**config.mk**
```make
export PLATFORM = sky130hd
export DESIGN_NAME = comp_share_arbiter
export DESIGN_NICKNAME = d
export VERILOG_FILES = /design/src/rtl/comp_share_arbiter_pkg.sv /design/src/rtl/comp_share_arbiter_comp.sv /design/src/rtl/comp_share_arbiter_rr_grant.sv /design/src/rtl/comp_share_arbiter.sv
export SDC_FILE = /design/constraint.sdc
export NUM_CORES = 1
export LEC_CHECK = 0
export ABC_CLOCK_PERIOD_IN_PS = 4400
export CAP_MARGIN = 10
export CORE_UTILIZATION = 28
export CTS_CLUSTER_DIAMETER = 60
export CTS_CLUSTER_SIZE = 8
export DETAILED_ROUTE_END_ITERATION = 10
export PLACE_DENSITY = 0.64
export SLEW_MARGIN = 20
export SYNTH_ARGS = -nofsm -noshare
export SYNTH_HDL_FRONTEND = slang
export SYNTH_SLANG_ARGS = --single-unit
```
**constraint.sdc**
```tcl
create_clock -name Clk -period 4.4 [get_ports Clk]
set_clock_uncertainty 0.15 [all_clocks]
set_input_delay 0.88 -clock Clk [delete_from_list [all_inputs] [get_ports Clk]]
set_output_delay 0.88 -clock Clk [all_outputs]
set_load 0.005 [all_outputs]
```
**src/rtl/comp_share_arbiter_pkg.sv**
```systemverilog
// Shared definitions for the comparator-sharing arbiter.
//   ST_*       : FSM state encodings (2'd3 is illegal and recovers to IDLE)
//   cmp_res_t  : registered comparator result {gt, lt, eq}
package comp_share_arbiter_pkg;

  localparam logic [1:0] ST_IDLE = 2'd0;
  localparam logic [1:0] ST_CMP  = 2'd1;
  localparam logic [1:0] ST_RESP = 2'd2;

  typedef struct packed {
    logic gt;
    logic lt;
    logic eq;
  } cmp_res_t;

endpackage

```
**src/rtl/comp_share_arbiter_comp.sv**
```systemverilog
// Unsigned magnitude comparator, the single shared resource.
//   a_i, b_i      : unsigned operands, full DATAWIDTH
//   gt_o/lt_o/eq_o: exactly one is high
module comp_share_arbiter_comp #(
  parameter int DATAWIDTH = 8
) (
  input  logic [DATAWIDTH-1:0] a_i,
  input  logic [DATAWIDTH-1:0] b_i,
  output logic                 gt_o,
  output logic                 lt_o,
  output logic                 eq_o
);

  assign gt_o = (a_i >  b_i);
  assign lt_o = (a_i <  b_i);
  assign eq_o = (a_i == b_i);

endmodule

```
**src/rtl/comp_share_arbiter_rr_grant.sv**
```systemverilog
// Rotate-priority picker: scans req_valid_i starting at rr_ptr_i, wrapping
// NREQ-1 -> 0, and returns the first set requester.
//   req_valid_i : per-requester request
//   rr_ptr_i    : highest-priority requester this cycle (< NREQ)
//   grant_o     : one-hot grant (all zero when nothing requested)
//   grant_id_o  : index of the granted requester
//   any_o       : at least one request present
module comp_share_arbiter_rr_grant #(
  parameter int NREQ = 4,
  parameter int IDW  = $clog2(NREQ)
) (
  input  logic [NREQ-1:0] req_valid_i,
  input  logic [IDW-1:0]  rr_ptr_i,
  output logic [NREQ-1:0] grant_o,
  output logic [IDW-1:0]  grant_id_o,
  output logic            any_o
);

  int idx;

  assign any_o = |req_valid_i;

  // Walk offsets from farthest to nearest so the nearest set bit to rr_ptr
  // is the last write and wins. NREQ need not be a power of two, so the
  // wrap is an explicit subtract rather than natural overflow.
  always_comb begin
    grant_id_o = '0;
    idx        = 0;
    for (int k = NREQ-1; k >= 0; k--) begin
      idx = int'(rr_ptr_i) + k;
      if (idx >= NREQ) idx = idx - NREQ;
      if (req_valid_i[idx]) grant_id_o = IDW'(idx);
    end
  end

  assign grant_o = any_o ? (NREQ'(1) << grant_id_o) : '0;

endmodule

```
**src/rtl/comp_share_arbiter.sv**
```systemverilog
// Shares one unsigned comparator among NREQ requesters with round-robin
// arbitration and a single request in flight (IDLE -> CMP -> RESP).
//   Clk        : clock, rising edge
//   Rst        : asynchronous active-low reset
//   req_valid  : per-requester request
//   req_a/b    : operands, requester i at [i*DATAWIDTH +: DATAWIDTH]
//   req_ready  : one-hot accept strobe, combinational, only in IDLE
//   rsp_valid/rsp_ready : result handshake
//   rsp_id     : requester owning the result
//   rsp_gt/lt/eq : registered compare result, held while rsp_valid
//   busy       : high whenever not IDLE
module comp_share_arbiter
  import comp_share_arbiter_pkg::*;
#(
  parameter int DATAWIDTH = 8,
  parameter int NREQ      = 4,
  localparam int IDW      = $clog2(NREQ)
) (
  input  logic                      Clk,
  input  logic                      Rst,
  input  logic [NREQ-1:0]           req_valid,
  input  logic [NREQ*DATAWIDTH-1:0] req_a,
  input  logic [NREQ*DATAWIDTH-1:0] req_b,
  output logic [NREQ-1:0]           req_ready,
  output logic                      rsp_valid,
  input  logic                      rsp_ready,
  output logic [IDW-1:0]            rsp_id,
  output logic                      rsp_gt,
  output logic                      rsp_lt,
  output logic                      rsp_eq,
  output logic                      busy
);

  logic [1:0]           state_q, state_d;
  logic [IDW-1:0]       rr_ptr_q, rr_ptr_d;
  logic [DATAWIDTH-1:0] a_q, a_d, b_q, b_d;
  logic [IDW-1:0]       id_q, id_d;
  logic                 rsp_valid_q, rsp_valid_d;
  logic [IDW-1:0]       rsp_id_q, rsp_id_d;
  cmp_res_t             res_q, res_d, cmp_res;

  logic [NREQ-1:0] grant;
  logic [IDW-1:0]  grant_id;
  logic            any_req;

  comp_share_arbiter_rr_grant #(.NREQ(NREQ), .IDW(IDW)) u_rr (
    .req_valid_i (req_valid),
    .rr_ptr_i    (rr_ptr_q),
    .grant_o     (grant),
    .grant_id_o  (grant_id),
    .any_o       (any_req)
  );

  comp_share_arbiter_comp #(.DATAWIDTH(DATAWIDTH)) u_comp (
    .a_i  (a_q),
    .b_i  (b_q),
    .gt_o (cmp_res.gt),
    .lt_o (cmp_res.lt),
    .eq_o (cmp_res.eq)
  );

  always_comb begin
    state_d     = state_q;
    rr_ptr_d    = rr_ptr_q;
    a_d         = a_q;
    b_d         = b_q;
    id_d        = id_q;
    rsp_valid_d = rsp_valid_q;
    rsp_id_d    = rsp_id_q;
    res_d       = res_q;
    case (state_q)
      ST_IDLE: if (any_req) begin
        a_d     = req_a[int'(grant_id)*DATAWIDTH +: DATAWIDTH];
        b_d     = req_b[int'(grant_id)*DATAWIDTH +: DATAWIDTH];
        id_d    = grant_id;
        state_d = ST_CMP;
      end
      ST_CMP: begin
        res_d       = cmp_res;
        rsp_id_d    = id_q;
        rsp_valid_d = 1'b1;
        state_d     = ST_RESP;
      end
      ST_RESP: if (rsp_ready) begin
        rsp_valid_d = 1'b0;
        // Priority moves to the requester just after the one served.
        rr_ptr_d    = (rsp_id_q == IDW'(NREQ-1)) ? '0 : rsp_id_q + 1'b1;
        state_d     = ST_IDLE;
      end
      default: state_d = ST_IDLE;
    endcase
  end

  always_ff @(posedge Clk or negedge Rst) begin
    if (!Rst) begin
      state_q     <= ST_IDLE;
      rr_ptr_q    <= '0;
      a_q         <= '0;
      b_q         <= '0;
      id_q        <= '0;
      rsp_valid_q <= 1'b0;
      rsp_id_q    <= '0;
      res_q       <= '0;
    end else begin
      state_q     <= state_d;
      rr_ptr_q    <= rr_ptr_d;
      a_q         <= a_d;
      b_q         <= b_d;
      id_q        <= id_d;
      rsp_valid_q <= rsp_valid_d;
      rsp_id_q    <= rsp_id_d;
      res_q       <= res_d;
    end
  end

  assign req_ready = (state_q == ST_IDLE) ? grant : '0;
  assign rsp_valid = rsp_valid_q;
  assign rsp_id    = rsp_id_q;
  assign rsp_gt    = res_q.gt;
  assign rsp_lt    = res_q.lt;
  assign rsp_eq    = res_q.eq;
  assign busy      = (state_q != ST_IDLE);

endmodule

```
==> impl_metrics.toml <==
[outcome]
outcome = "complete, no violations"

[power]
power_switching_uw = 522
p_seq_share_pct = 33.7
p_clk_share_pct = 9.7
p_comb_share_pct = 56.6
ir_drop_mv = 0.253
p_per_area_nw_per_um2 = 520
p_leak_uw = 0.00124
sw_frac_of_total_pct = 37.8
internal_power_uw = 859

[logic_synthesis]
muxShareOfSynthArea_pct = 20.3
synth_top_area_share_pct = 40.2
ys_seq_area_share_pct = 40.2
yosys-top-cells-area = "dfrtp_1 (40%), mux2i_1 (18%), o221ai_1 (8.0%)"
netlist_instances = 171
synth_compound_area_share_pct = 15.8
ys.flop_type = "dfrtp_1"
synth_commonest_cells = "mux2i_1 (32), dfrtp_1 (28), nand2_1 (22)"
synth_top_area_cell = "dfrtp_1"
synth-adder-area-share_pct = 6.46
synth-edff-count = 0
synth_cell_types = 26
syn_area_um2 = 1740
synthArstFlopShare_pct = 100
synth-simple-area-share_pct = 10.7
synth.most_common_cell = "mux2i_1"
ys_warn_count = 0
synthXorXnorAreaFrac_pct = 0
synth-seq-cells = 28
avgSynthCellArea_um2 = 10.2
synth_top_family_by_area = "multiplexers"
synth_nets = 251

[place]
dp_hpwl_um = 3380
dpl-instance-area_um2 = 2620
port_buffers = 81
place.gp.congestion = 0.706
placed_cells = 322

[cts]
cts_buffer_depth = 2
cts_root_buf = "clkbuf_8"
cts.sinks = 28
htreeDepth = 1
clk_pin_slew_worst_paths_ns = 0.08
cts_setup_buffers = 0
cts_hold_buf = 0
cts_made_buffers = 3
cts-resized-gates = 0
insertion_delay_ns = 0.27
cts_tree = "built"

[floorplan]
dieArea_um2 = 6550
ios = 82
die_w_um = 80.9
rows = 28
core_um2 = 5960
start_util_pct = 29.3
die_y_um = 80.9

[cells_and_area]
area_growth_pct = 52.4
postLayoutCoreUtil_pct = 44.6
nNetsFinal = 332
diodes = 0
final_cells = 325
fin_area_um2 = 2660
drive_gt1_share_pct = 5.60

[hold_path]
hold_path.class = "reg2reg"

[sta]
slew_viol_final = 0
worst_pin_slew_ns = 0.758
holdWs_ns = 0.338
final-hold-violation-count = 0
finalSetupTns_ns = 0
setup_viol = 0
fmax_mhz = 259
fin_crit_ns = 3.87
slew_headroom_pct = 48.2
rsz0062_at_grt = "no"
min_period_over_period_pct = 87.8

[worst_setup_path]
cp.required_ns = 3.37
path_max_fanout = 17
path_class = "in2out"
start_kind = "primary input"
end_kind = "primary output"
arrival_ns = 2.84

[routing]
num_vias = 1531
first_pass_iters = 4
via_per_inst = 4.71
routed_wl_um = 4270
drt_iter0_markers = 62
ant_nets = 0
routed_wire_length_per_instance_um = 13.1
drc = 0

[global_routing]
grt_usage_pct = 13.3
globalRoute.totalOverflow = 0
grt_pass1_vias = 1514
grt_start_max_net_pins = 22
antenna_found_initial = 0
grt_pass1_wl_um = 6740

[run]
max_cap_viol_count = 0
flip-flops by register name (all words and copies together) (netlist names):
name       flops
a_q            8
b_q            8
id_q           2
rr_ptr_q       2
rsp_id         2
state_q        2
rsp_eq         1
rsp_gt         1
rsp_lt         1
rsp_valid      1
cells in the final DEF (no fill, tap or decap), types with 3 or more instances in the layout:
cell type        count
o221ai_1            16
nand2_1             22
mux2_2               3
a21oi_1              3
o21ai_0              5
clkbuf_8             3
nand2b_1             4
mux2i_1             32
ha_1                 9
nor2_1               5
inv_1               12
a21o_1               5
nor2b_1              3
dfrtp_1             28
clkdlybuf4s50_1     81
buf_4                5
per-layer routing:
metal | global-route usage, % | vias up | part of all wire (%)
li1 | - | 784 | -
met1 | 18.4 | 686 | 48
met2 | 20.8 | 56 | 42
met3 | 2.02 | 5 | 7.7
met4 | 5.36 | 0 | 1.6
met5 | 0 | - | 0
worst max-delay path, stage by stage:
cell	delay, ns
clkdlybuf4s50_1	0.54
nand2_1	0.07
o211a_1	0.13
a311o_2	0.50
nor2_1	0.19
clkdlybuf4s50_1	0.53
final cells by class:
cell class              instances  area (um2)
clock buffers                   3        41.3
fillers                       594        3300
inverters                      12        45.0
multi-input cells             121         930
flip-flops and latches         28         701
well taps                      75        93.8
repair buffers                 86         848
path summary, 6_finish.rpt:
kind | slack, ns | cells after the start | to | startpoint
worst max-delay path | 0.53 | 6 | req_ready[1] | req_valid[3]
worst min-delay path | 0.34 | 1 | rsp_lt | rsp_lt
worst max register to register | 2.05 | 7 | rsp_gt | a_q[1]
worst min register to register | 0.34 | 1 | rsp_lt | rsp_lt
max in group asynchronous | 2.65 | 2 | state_q[1] | Rst
min in group asynchronous | 0.82 | 1 | a_q[0] | Rst
power groups by stage:
stage / clock (uW) / sequential [uW] / combinational [uW]
5_1_grt: 147 / 484 / 894
6_report: 134 / 466 / 782
3_5_place_dp: 0 / 472 / 793
3_3_place_gp: 0 / 469 / 779
2_1_floorplan: 0 / 450 / 546
4_1_cts: 140 / 468 / 798
cell families (layout without fill, tap and decap cells):
group           after synthesis  after routing
compound gates               36             36
simple gates                 41             41
fa+ha+maj                     9              9
buf+inv                      22            101
mux                          35             35
flops                        28             28
metrics by stage:
stage                     setup WS [ns]  power (uW)
after floorplan                    1.60         995
after global placement            0.588        1250
after detailed placement          0.540        1260
after CTS                         0.523        1410
after global routing              0.354        1530
final                             0.535        1380
(Power assumes the default switching activity.)
